[config.mk]
export PLATFORM = sky130hd
export DESIGN_NAME = game_scoreboard
export DESIGN_NICKNAME = d
export VERILOG_FILES = /design/src/rtl/game_scoreboard_pkg.sv /design/src/rtl/game_scoreboard_bcd_counter.sv /design/src/rtl/game_scoreboard.sv
export SDC_FILE = /design/constraint.sdc
export NUM_CORES = 1
export LEC_CHECK = 0
export ABC_CLOCK_PERIOD_IN_PS = 3500
export BUFFER_PORTS_ARGS = -buffer_cell sky130_fd_sc_hd__buf_2
export CORE_MARGIN = 2
export CORE_UTILIZATION = 63
export CTS_CLUSTER_SIZE = 12
export DETAILED_ROUTE_END_ITERATION = 7
export HOLD_SLACK_MARGIN = 0.12
export PLACE_DENSITY = 0.92
export SYNTH_ARGS = -nofsm -noshare
export SYNTH_HDL_FRONTEND = slang
export SYNTH_HIERARCHICAL = 1
export SYNTH_SLANG_ARGS = --single-unit
export TNS_END_PERCENT = 10
[constraint.sdc]
create_clock -name clk -period 3.5 [get_ports clk]
set_input_delay 0.7 -clock clk [delete_from_list [all_inputs] [get_ports clk]]
set_output_delay 0.7 -clock clk [all_outputs]
set_load 0.1 [all_outputs]
[src/rtl/game_scoreboard_pkg.sv]
// Shared types and helpers for the whack-a-mole scoreboard.
package game_pkg;

  typedef enum logic [1:0] {
    IDLE = 2'd0,
    RUN  = 2'd1,
    OVER = 2'd2
  } state_t;

  // Code the downstream 7-segment driver renders with all segments off.
  localparam logic [3:0] BLANK_DIGIT = 4'hF;

  // Split a 0..99 second count into {tens, units} BCD digits.
  function automatic logic [7:0] to_bcd2(input int seconds);
    logic [7:0] bcd;
    bcd[7:4] = 4'(seconds / 10);
    bcd[3:0] = 4'(seconds % 10);
    return bcd;
  endfunction

endpackage

[src/rtl/game_scoreboard_bcd_counter.sv]
// Multi-digit BCD up-counter with carry ripple, synchronous clear and
// saturation at all nines.
module bcd_counter
  import game_pkg::*;
#(
  parameter int DIGITS = 4
) (
  input  logic                  clk,
  input  logic                  rst_n,
  input  logic                  en,
  input  logic                  clr,
  output logic [4*DIGITS-1:0]   value
);

  logic [4*DIGITS-1:0] value_d;
  logic                all_nine;
  logic                carry;

  // Next value: ripple +1 through the digits, hold when already all nines.
  always_comb begin
    value_d  = value;
    all_nine = 1'b1;
    carry    = 1'b1;
    for (int i = 0; i < DIGITS; i++) begin
      if (value[4*i +: 4] != 4'd9) begin
        all_nine = 1'b0;
      end
    end
    for (int i = 0; i < DIGITS; i++) begin
      if (carry) begin
        if (value[4*i +: 4] == 4'd9) begin
          value_d[4*i +: 4] = 4'd0;
        end else begin
          value_d[4*i +: 4] = value[4*i +: 4] + 4'd1;
          carry             = 1'b0;
        end
      end
    end
    if (all_nine) begin
      value_d = value;
    end
  end

  // Counter register; clear wins over increment.
  always_ff @(posedge clk or negedge rst_n) begin
    if (!rst_n) begin
      value <= '0;
    end else if (clr) begin
      value <= '0;
    end else if (en) begin
      value <= value_d;
    end
  end

endmodule

[src/rtl/game_scoreboard.sv]
// Whack-a-mole score and countdown engine. Produces eight BCD digits
// (time, misses, score) for the 7-segment driver plus game status flags.
module game_scoreboard
  import game_pkg::*;
#(
  parameter int CLK_HZ       = 100_000_000,
  parameter int GAME_SECONDS = 60
) (
  input  logic       clk,
  input  logic       rst_n,
  input  logic       start,
  input  logic       hit,
  input  logic       miss,
  output logic [3:0] display7,
  output logic [3:0] display6,
  output logic [3:0] display5,
  output logic [3:0] display4,
  output logic [3:0] display3,
  output logic [3:0] display2,
  output logic [3:0] display1,
  output logic [3:0] display0,
  output logic       running,
  output logic       game_over,
  output logic       sec_tick
);

  localparam int               PRE_W    = (CLK_HZ > 2) ? $clog2(CLK_HZ) : 1;
  localparam logic [PRE_W-1:0] PRE_MAX  = PRE_W'(CLK_HZ - 1);
  localparam logic [7:0]       GAME_BCD = to_bcd2(GAME_SECONDS);

  state_t           state_q;
  state_t           state_d;
  logic [PRE_W-1:0] prescaler;
  logic [3:0]       time_tens;
  logic [3:0]       time_units;
  logic [15:0]      score;
  logic [7:0]       misses;
  logic             in_run;
  logic             launch;
  logic             tick;
  logic             time_last;

  assign in_run    = (state_q == RUN);
  // A start outside RUN begins a game; a start during RUN is ignored.
  assign launch    = start && !in_run;
  assign tick      = in_run && (prescaler == PRE_MAX);
  assign time_last = (time_tens == 4'd0) && (time_units == 4'd1);

  // State register.
  always_ff @(posedge clk or negedge rst_n) begin
    if (!rst_n) begin
      state_q <= IDLE;
    end else begin
      state_q <= state_d;
    end
  end

  // Next-state logic: the tick leaving 01 ends the game.
  always_comb begin
    state_d = state_q;
    case (state_q)
      IDLE:    if (start) state_d = RUN;
      RUN:     if (tick && time_last) state_d = OVER;
      OVER:    if (start) state_d = RUN;
      default: state_d = IDLE;
    endcase
  end

  // Status flags registered from the next state so they change on the
  // same edge as the digits.
  always_ff @(posedge clk or negedge rst_n) begin
    if (!rst_n) begin
      running   <= 1'b0;
      game_over <= 1'b0;
      sec_tick  <= 1'b0;
    end else begin
      running   <= (state_d == RUN);
      game_over <= (state_d == OVER);
      sec_tick  <= tick;
    end
  end

  // One-second prescaler, free-running only while a game is in progress.
  always_ff @(posedge clk or negedge rst_n) begin
    if (!rst_n) begin
      prescaler <= '0;
    end else if (launch) begin
      prescaler <= '0;
    end else if (in_run) begin
      prescaler <= tick ? '0 : prescaler + 1'b1;
    end
  end

  // Remaining-time countdown with BCD borrow from tens into units.
  always_ff @(posedge clk or negedge rst_n) begin
    if (!rst_n) begin
      time_tens  <= GAME_BCD[7:4];
      time_units <= GAME_BCD[3:0];
    end else if (launch) begin
      time_tens  <= GAME_BCD[7:4];
      time_units <= GAME_BCD[3:0];
    end else if (tick) begin
      if (time_units == 4'd0) begin
        time_units <= 4'd9;
        time_tens  <= time_tens - 4'd1;
      end else begin
        time_units <= time_units - 4'd1;
      end
    end
  end

  bcd_counter #(
    .DIGITS (4)
  ) u_score (
    .clk   (clk),
    .rst_n (rst_n),
    .en    (hit && in_run),
    .clr   (launch),
    .value (score)
  );

  bcd_counter #(
    .DIGITS (2)
  ) u_misses (
    .clk   (clk),
    .rst_n (rst_n),
    .en    (miss && in_run),
    .clr   (launch),
    .value (misses)
  );

  assign display7 = time_tens;
  assign display6 = time_units;
  assign display5 = misses[7:4];
  assign display4 = misses[3:0];
  assign display3 = score[15:12];
  assign display2 = score[11:8];
  assign display1 = score[7:4];
  assign display0 = score[3:0];

endmodule

# Yosys cells after proc, flatten, opt, wreduce, memory -nomap -nowiden
# Index checks and enable logic that the tools add are counted.
op_classes:
  addsub: 9
  eq_ne: 20
  n_mux: 40
  n_reduce_logical: 27
ops:
  columns: ["cell", "count"]
  rows:
  - ["27-bit 2-to-1 mux", 3]
  - ["4-bit 2-to-1 mux", 16]
  - ["16-bit 2-to-1 mux", 3]
  - ["27-bit by 1-bit adder with 27-bit output (second input constant)", 1]
  - ["27-bit == test (second input constant)", 1]
  - ["4-bit by 1-bit adder with 4-bit output (second input constant)", 6]
  - ["4-bit == test (second input constant)", 6]
  - ["8-bit 2-to-1 mux", 3]
  - ["4-bit != test (second input constant)", 6]
  - ["2-bit nonzero test", 9]
  - ["1-bit 2-to-1 mux", 12]
  - ["3-bit AND reduction", 4]
  - ["4-bit logical NOT", 2]
  - ["4-bit by 1-bit subtractor with 4-bit output (second input constant)", 2]
  - ["1-bit logical AND", 6]
  - ["2-bit AND reduction", 3]
  - ["2-bit by 1-bit == test with 1-bit output (second input constant)", 2]
  - ["2-bit == test (second input constant)", 2]
  - ["4-bit by 1-bit == test with 1-bit output (second input constant)", 1]
  - ["2-bit 2-to-1 mux", 2]
  - ["2-bit != test (second input constant)", 2]
  - ["2-bit case mux with 2 select lines", 1]
  - ["2-bit logical NOT", 1]
  - ["2-bit OR reduction", 1]
  - ["1-bit logical NOT", 1]
totals:
  reg_bits: 64
  inputBits: 5
  output_inout_bits: 35
  word_cells: 109

# Depth between registers and ports, before layout
# Gate-level depths: netlist of the first run.
logic_depth:
  depth_word: 8
  ltp_mapped: 7
  depth_no_buf: 6

# By module
# Netlist of the first run, hierarchy kept.
by_module_without_submodules:
  columns: ["mod", "instances", "cells_per_inst", "area_each_um2", "seq_area_each_um2"]
  rows:
  - ["game_scoreboard", 1, 222, 2240.9, 1003.5]
  - ["bcd_counter (u_score)", 1, 101, 997.2, 400.4]
  - ["bcd_counter (u_misses)", 1, 48, 483.0, 200.2]

# Worst setup path before layout of the first run
# Ideal clock, no wire load.
synth_path:
  path_kind: "reg-to-reg"
  from: "register u_score.value[8]"
  to: "register u_score.value[14]"
  setup_time_ps: 125
  t_arrival_ps: 2356
  required_ps: 3375
  path_slack_ps: 1019
  stages_incl_launch_ff: 6
  path_buffers: 0
  period_less_slack_ps: 2481
  cell_sequence: "dfrtp_1 ha_1 nand3b_1 nor4_4 nand3_2 mux2_4"
synth_between:
  elab_chain_len: 5
  elab_cells_between_ends: 9
  cone_classes: "3 x eq/ne; 4 x mux; 2 x reduce/logical"
synth_rtl:
  columns: ["element", "line", "rtl"]
  rows:
  - ["start, declared", "game_scoreboard_bcd_counter.sv:12", "output logic [4*DIGITS-1:0] value"]
  - ["start signal, assigned", "game_scoreboard_bcd_counter.sv:51", "value <= value_d;"]
  - ["4-bit != test or 4-bit == test (tied branches)", "game_scoreboard_bcd_counter.sv:25, game_scoreboard_bcd_counter.sv:31", null]
  - ["1-bit 2-to-1 mux, on equally long branches", "game_scoreboard_bcd_counter.sv:25, game_scoreboard_bcd_counter.sv:31", null]
  - ["1-bit 2-to-1 mux, on equally long branches", "game_scoreboard_bcd_counter.sv:25, game_scoreboard_bcd_counter.sv:30", null]
  - ["2-bit != test (no source line) or 2-bit nonzero test (tied branches)", null, null]
  - ["3-bit AND reduction (no source line) *", null, null]
# Every way passes the cells marked *; elsewhere a longest branch is shown, timed or not.
# A chain may end at the register's enable or synchronous reset.

# Final worst setup path of the first run
layout_path:
  from: "register prescaler[0]"
  to: "register prescaler[11]"
layout_between:
  elab_chain_len: 5
  elab_cells_between_ends: 6
  cone_classes: "1 x add/sub; 1 x eq/ne; 3 x mux; 1 x reduce/logical"
layout_rtl:
  columns: ["element", "line", "rtl"]
  rows:
  - ["start, declared", "game_scoreboard.sv:33", "logic [PRE_W-1:0] prescaler;"]
  - ["start signal, assigned", "game_scoreboard.sv:90", "prescaler <= tick ? '0 : prescaler + 1'b1;"]
  - ["parallel branches: the longest is 2 deep, another holds 27-bit by 1-bit adder with 27-bit output", null, null]
  - ["27-bit 2-to-1 mux *", "game_scoreboard.sv:90", null]
  - ["27-bit 2-to-1 mux *", "game_scoreboard.sv:89", "end else if (in_run) begin"]
  - ["27-bit 2-to-1 mux *", "game_scoreboard.sv:87", "end else if (launch) begin"]
# Mark *: on every way between the ends. The select of a mux whose other input is x is not followed.

==> summary.md, run 1 <==
| Metric | Value |
|---|---|
| Core Area | approximately 0.0056 mm² |
| CTS sink cnt | 64 |
| Pwr dens | 601 mW/mm² |
| R2R depth | 6 |
| Area Growth Syn to Fin | 12.6% |
| Status | finished, final reports clean |
| Final setup viols | 0 |
| Slew @ Worst Pin | a little under 0.8 ns |
| Peak Freq | ~460 MHz |
| Detailed-route DRC error count | 0 |
| Fillers | a little under 400 |
| Synth unique cells | 63 |
| Sequential share of the synthesized area | 0.431 |
| PortBufs | 39 |
| Leak pwr | 1.89 nW |
| Final Skew | 0.00806 ns |
| GRT overflow | 0 |
| Total power draw | ~0.0025 W |
| Pins Over Slew Limit | 0 |
| Crit end category | flip-flop |
| Detail Route Antenna Nets | 0 |
| Die area | approximately 0.0065 mm² |
| Final-stage net count | 428 |
| Post-Route WL | 7690 µm |
| IO Count | 40 |
| Most common cell after layout, fill and taps aside | dfrtp_1 |
| Total track usage | 0.259 |
| Critical path class | reg -> reg |
| Final hold viol count | 0 |
| HP Class | in -> async |
| Hold-fix buffers, CTS | 0 |
| Max VDD drop | between 0.5 and 0.6 mV |
| Skew-Pair Late Insertion Delay | between 0.3 and 0.4 ns |
| Met3 WL | around 330 µm |
| Yosys reg bits | 64 |
| Number of H-tree levels | 3 |
| Flop-to-flop setup slack | between 1 and 1.5 ns |
| Routed metal-1 wirelength | around 3400 µm |
| Reg-to-reg endpoint | prescaler[11] |
| DIE HEIGHT | around 81 µm |
| Reg clk slew, reported paths | roughly 0.07 ns |
| Most frequent cells in the layout | dfrtp_1 (62), nor2_1 (49), buf_2 (39), nand2_1 (23), a21oi_1 (21) |
| Dpl hpwl | 5400 µm |
| Initial Utilization | 0.664 |
| Vias in the first global route | approximately 2.8k |
| Initial antenna violation count | 0 |
| Required time of the worst setup path | 3.69 ns |
| Site Rows | 27 |
| Mapped Area | ~0.0037 mm² |
| Max FO, Critical Path | 18 |
| Final cell count without fillers | ~500 |
| GP Congestion | between 0.8 and 0.9 |
| Crit path launch type | flip-flop |
| First-pass GRT wire length | approximately 13000 µm |
| Die width | 80.9 µm |
| Post-route cell area | ~0.0042 mm² |
| Tcrit/Tclk final | 0.615 |
| Crit path DAT | between 2 and 2.5 ns |
| Net Count, Synth | 385 |
| WL/cell | roughly 16 µm |
| RSZ-0062 raised after global routing | no |
| Post-layout min period | 2.15 ns |
| Via Count | 2943 |
| N_diodes | 0 |
| Drt first-iter violations | 192 |
| Ratio of cells with drive above 1 in the final layout | 0.215 |
| EDFF count, synth | 0 |
| Average size of a mapped cell | roughly 10 µm² |
| Slew HR | 0.477 |
| Placed Cells | around 480 |
| Root Driver | clkbuf_8 |
| Most used DFF post-synth | dfrtp_1 |
| Largest net degree at the start of global routing | 65 |
| Post_cts resized | 0 |
| Metal2 WL | 3830 µm |
| Ys async rst share | 1.00 |
| Post-DP Area | slightly below 0.004 mm² |
| Number of CTS-inserted buffers | 9 |
| Max-cap violations | 0 |
| Pre-Repair DR Iteration Count | 4 |
| Total setup buffers inserted after CTS | 0 |
| Setup TNS Final | 0 ns |
| Drt via density | roughly 6.0 |
| Uppermost layer routed | met4 |
| Bufs on Longest Clock Path | 2 |
| Launching point of the worst reg2reg path | prescaler[0] |
| Synth Instances | between 300 and 400 |
| CTS tree | done |
| Yosys warning total | 6 |
==> metrics by stage <==
step / setup WS (ns) / utilization / hold slack [ns]
5_1_grt: 1.12 / 0.747 / 0.566
6_report: 1.35 / 0.747 / 0.523
2_1_floorplan: 1.02 / - / 0.404
3_5_place_dp: 1.34 / 0.708 / 0.514
3_3_place_gp: 1.40 / 0.708 / 0.508
4_1_cts: 1.33 / 0.747 / 0.535
==> worst max path at each step <==
| stage | startpoint | endpoint | slack, ns | depth (start not counted) |
|---|---|---|---|---|
| finish | prescaler[0] | prescaler[11] | 1.35 | 6 |
| detailed placement | prescaler[0] | prescaler[11] | 1.34 | 6 |
| global placement | hit | u_score/value[14] | 1.40 | 6 |
| floorplan | u_score/value[8] | u_score/value[14] | 1.02 | 5 |
| global route | prescaler[0] | prescaler[12] | 1.12 | 6 |
| CTS | prescaler[0] | prescaler[11] | 1.33 | 6 |
==> Yosys cell counts, types with 4 or more instances <==
library cell | count | area share
nand4_1 | 12 | 0.020
o21ai_0 | 6 | 0.0081
inv_1 | 14 | 0.014
or3_1 | 5 | 0.0084
nor2b_1 | 7 | 0.012
nor3_1 | 10 | 0.013
nand2_1 | 23 | 0.023
ha_1 | 9 | 0.030
nand3b_1 | 4 | 0.0081
nand3_1 | 18 | 0.024
mux2_2 | 4 | 0.012
dfrtp_1 | 62 | 0.42
buf_2 | 5 | 0.0067
and3_1 | 8 | 0.013
o22ai_1 | 4 | 0.0067
nor2_1 | 49 | 0.049
mux2i_1 | 5 | 0.013
nand4_2 | 4 | 0.013
a21oi_1 | 21 | 0.028
xor2_1 | 13 | 0.031
a22o_1 | 4 | 0.0094
and2_1 | 7 | 0.012
xnor2_1 | 12 | 0.028
==> critical path, stage by stage (launching register included) <==
cell,delay (ns)
dfrtp_1,0.44
ha_1,0.22
and2_1,0.19
and2_1,0.23
nand4_1,0.18
o21ai_2,0.62
nor2_1,0.13
==> state kept, by name, summed over array words and instances, names as in the netlist <==
signal	flops
running	1
sec_tick	1
u_misses/value	8
u_score/value	16
display7	4
display6	4
state_q	2
prescaler	27
game_over	1
==> cell type report <==
type                            count  area [µm²]  share of cell area
Clock buffer                       12         155              0.0370
Clock inverter                      3        65.1              0.0155
Inverter                           15        56.3              0.0134
Multi-Input combinational cell    282        2000               0.478
Sequential cell                    64        1600               0.383
Tap cell                           72        90.1              0.0215
Timing Repair Buffer               42         218              0.0520
==> per-layer routing <==
layer  global-route usage  up-vias
met5                    0        -
met4               0.0847        0
met3               0.0589       17
met2                0.431       60
met1                0.335     1444
li1                     -     1422
==> kinds of logic after synthesis <==
family / count (synthesis) / synth area share
AND/OR/NAND/NOR: 182 / 0.311
flip-flops: 64 / 0.431
AO/OA/AOI/OAI: 56 / 0.108
XOR/XNOR: 25 / 0.0588
buffers and inverters: 25 / 0.0313
multiplexers: 10 / 0.0296
adder cells (fa/ha/maj): 9 / 0.0303
==> power breakdown <==
group | internal, W | total [W] | switching (W)
clock | 0.000435 | 0.000708 | 0.000273
sequential | 0.000814 | 0.000924 | 0.000110
combinational | 0.000191 | 0.000888 | 0.000697
Note: power is estimated with default switching activity, not from simulation.
==> run 2, diff against run 1 <==
--- a/config.mk
+++ b/config.mk
@@ -5,14 +5,14 @@
 export SDC_FILE = /design/constraint.sdc
 export NUM_CORES = 1
 export LEC_CHECK = 0
-export ABC_CLOCK_PERIOD_IN_PS = 3500
+export ABC_CLOCK_PERIOD_IN_PS = 2100
 export BUFFER_PORTS_ARGS = -buffer_cell sky130_fd_sc_hd__buf_2
 export CORE_MARGIN = 2
-export CORE_UTILIZATION = 63
+export CORE_UTILIZATION = 59
 export CTS_CLUSTER_SIZE = 12
 export DETAILED_ROUTE_END_ITERATION = 7
 export HOLD_SLACK_MARGIN = 0.12
-export PLACE_DENSITY = 0.92
+export PLACE_DENSITY = 0.87
 export SYNTH_ARGS = -nofsm -noshare
 export SYNTH_HDL_FRONTEND = slang
 export SYNTH_HIERARCHICAL = 1
==> constraint.sdc (replaced) <==
create_clock -name clk -period 2.1 [get_ports clk]
set_input_delay 0.42 -clock clk [delete_from_list [all_inputs] [get_ports clk]]
set_output_delay 0.42 -clock clk [all_outputs]
set_load 0.1 [all_outputs]
==> run 2 against run 1 <==
Net effect:
- utilization is 3.9 points lower
- wire length rose by 1.7%
- clock-buffer cell count unchanged
- clock skew rose by 0.00059 ns
- sequential share of layout area fell by 0.17 points
- final cell count rose by 2.4%
- global-route usage is 2.4 points lower
- combinational power grew 67%
- clock power grew 41%
- setup slack lost 1.2 ns
- critical path depth unchanged
- first-iteration DRC count grew 11%
==> summary.md, run 2 (synthesized netlist as in run 1, its figures left out) <==
| Metric | Value |
|---|---|
| Status | finished, final reports clean |
| Largest net degree at the start of global routing | 41 (-37%) |
| R2R depth | 6 (unchanged) |
| Fillers | 415 (+5.6%) |
| Largest registers | prescaler: 27 flops, u_score/value: 16 flops, u_misses/value: 8 flops |
| Worst path max stage delay | 0.50 ns (-0.12 ns) |
| Placed Cells | 485 (+2.1%) |
| Detail Route Antenna Nets | 0 (unchanged) |
| Most common cell after layout, fill and taps aside | dfrtp_1 |
| Pre-Repair DR Iteration Count | 4 (unchanged) |
| Hold path startpoint | start |
| Pwr dens | 951 mW/mm² (+58%) |
| Number of H-tree levels | 3 (unchanged) |
| Detailed-route DRC error count | 0 (unchanged) |
| Die width | 83.4 µm (+3.2%) |
| Crit path DAT | 2.14 ns (-0.20 ns) |
| Skew-Pair Late Insertion Delay | 0.35 ns (+0.02 ns) |
| CTS tree | done |
| Drt via density | 5.97 (-0.57%) |
| Bufs on Longest Clock Path | 2 (unchanged) |
| DIE HEIGHT | 83.4 µm (+3.2%) |
| Max FFs per register | 27 (unchanged) |
| HP Class | in -> reg |
| Total setup buffers inserted after CTS | 0 (unchanged) |
| Flop-to-flop setup slack | 0.15 ns (-1.19 ns) |
| Area Growth Syn to Fin | 14.0% |
| Vias in the first global route | 2991 (+7.9%) |
| Drt first-iter violations | 213 (+11%) |
| Max-cap violations | 0 (unchanged) |
| Crit end category | flip-flop |
| Peak Freq | 514 MHz (+11%) |
| Cell family with most CP delay | simple AND/OR/NAND/NOR gates |
| N_diodes | 0 (unchanged) |
| GP Congestion | 0.836 (-0.91%) |
| Launching point of the worst reg2reg path | prescaler[0] |
| Initial antenna violation count | 0 (unchanged) |
| Final setup viols | 0 (unchanged) |
| Initial Utilization | 0.621 (-0.0424) |
| Post-layout min period | 1.95 ns (-0.205 ns) |
| Final Skew | 0.00865 ns (+0.000589 ns) |
| Hold Path Stages | 3 |
| Dpl ws | 0.158 ns (-1.18 ns) |
| Hold-fix buffers, CTS | 1 (+1) |
| Required time of the worst setup path | 2.30 ns (-1.39 ns) |
| Pins Over Slew Limit | 0 (unchanged) |
| Final hold viol count | 0 (unchanged) |
| Tcrit/Tclk final | 0.927 (+0.312) |
| Hold slack | 0.460 ns (-0.0628 ns) |
| Most frequent cells in the layout | dfrtp_1 (52), nor2_1 (49), buf_2 (39), nand2_1 (23), a21oi_1 (21) |
| WL/cell | 15.6 µm (-0.71%) |
| Largest Register | prescaler |
| GRT overflow | 0 (unchanged) |
| CTS sink cnt | 64 (unchanged) |
| Worst setup slack after layout | 0.154 ns (-1.19 ns) |
| Ratio of cells with drive above 1 in the final layout | 0.248 (+0.0329) |
| Slew HR | 0.590 (+0.113) |
| IO Count | 40 (unchanged) |
| Number of CTS-inserted buffers | 9 (unchanged) |
| Root Driver | clkbuf_8 |
| Crit-path cells | ha_1 -> and2_1 -> nand4_2 -> nor4_4 -> a21bo_2 -> a21oi_1 |
| Reg-to-reg endpoint | display7[3] |
| Post_cts resized | 0 (unchanged) |
| Crit path launch type | flip-flop |
| Die area | 0.00696 mm² (+6.4%) |
| First-pass GRT wire length | 13400 µm (+2.0%) |
| RSZ-0062 raised after global routing | no |
| Slew @ Worst Pin | 0.615 ns (-0.170 ns) |
| Endpoint, Worst Hold | display7[2] |
| Core Area | 0.00599 mm² (+6.8%) |
| Final cell count without fillers | 502 (+2.4%) |
| Critical path class | reg -> reg |
| Final-stage net count | 436 (+1.9%) |
| Post-Route WL | 7820 µm (+1.7%) |
| Via Count | 2998 (+1.9%) |
| Dpl hpwl | 5490 µm (+1.8%) |
| CP bufs+invs | 0 (unchanged) |
| Site Rows | 28 (+3.7%) |
| PortBufs | 39 (unchanged) |
| Max FO, Critical Path | 7 (-11) |
| Leak pwr | 1.90 nW (+0.59%) |
| Total track usage | 0.235 (-0.0239) |
| Max VDD drop | 0.920 mV (+55%) |
| Worst path slowest cell | nor4_4 |
| Reg clk slew, reported paths | 0.07 ns (about the same) |
==> run 2: cell types whose count changed in the layout (fill, tap and decap cells not counted), sizes merged <==
cell,before,now
clkinv,2,4
buf,42,49
bufinv,2,1
dlygate4sd3,0,1
==> run 2: area by class of cell <==
| class | instances | area, µm² | share of cell area |
|---|---|---|---|
| Inverter | 15 | 56.3 | 0.0133 |
| Timing Repair Buffer | 50 | 293 | 0.0690 |
| Multi-Input combinational cell | 282 | 2000 | 0.472 |
| Tap cell | 75 | 93.8 | 0.0221 |
| Clock buffer | 12 | 135 | 0.0319 |
| Sequential cell | 64 | 1620 | 0.381 |
| Clock inverter | 4 | 45.0 | 0.0106 |
==> run 2: power breakdown <==
| group | internal, W | total, W | switching (W) |
|---|---|---|---|
| Sequential | 0.00136 | 0.00155 | 0.000185 |
| Combinational | 0.000323 | 0.00148 | 0.00116 |
| Clock | 0.000543 | 0.00100 | 0.000460 |
| Total | 0.00223 | 0.00403 | 0.00180 |
==> run 2: worst max path at each step <==
stage | startpoint | endpoint | slack, ns | cells after the start
after floorplan | u_score/value[2] | u_score/value[14] | -0.08 | 4
after global placement | prescaler[0] | display6[2] | 0.23 | 6
after detailed placement | prescaler[0] | display7[3] | 0.16 | 6
after CTS | prescaler[0] | display7[3] | 0.15 | 6
after global routing | prescaler[1] | prescaler[5] | 0.01 | 6
final | prescaler[0] | display7[3] | 0.15 | 6
==> run 2: layer usage <==
metal,up-vias,wire length [µm],track usage
met1,1462,3430,0.289
li1,1445,-,-
met3,14,332,0.0408
met5,-,0,0
met4,0,137,0.0997
met2,77,3920,0.406
==> run 2: through the flow <==
step / TNS (ns) / total power, W / util / cell area, µm²
3_3_place_gp: 0 / 0.00302 / 0.676 / 4050
5_1_grt: 0 / 0.00421 / 0.708 / 4240
3_5_place_dp: 0 / 0.00305 / 0.676 / 4050
4_1_cts: 0 / 0.00406 / 0.708 / 4240
6_report: 0 / 0.00403 / 0.708 / 4240
2_1_floorplan: -0.102 / 0.00279 / - / 3730
==> run 2: worst reg2reg max path, cell delays in order (launching register included) <==
cell and delay (ns):
dfrtp_1 0.45, ha_1 0.22, and2_1 0.19, nand4_2 0.20, nor4_4 0.50, a21bo_2 0.20
a21oi_1 0.05
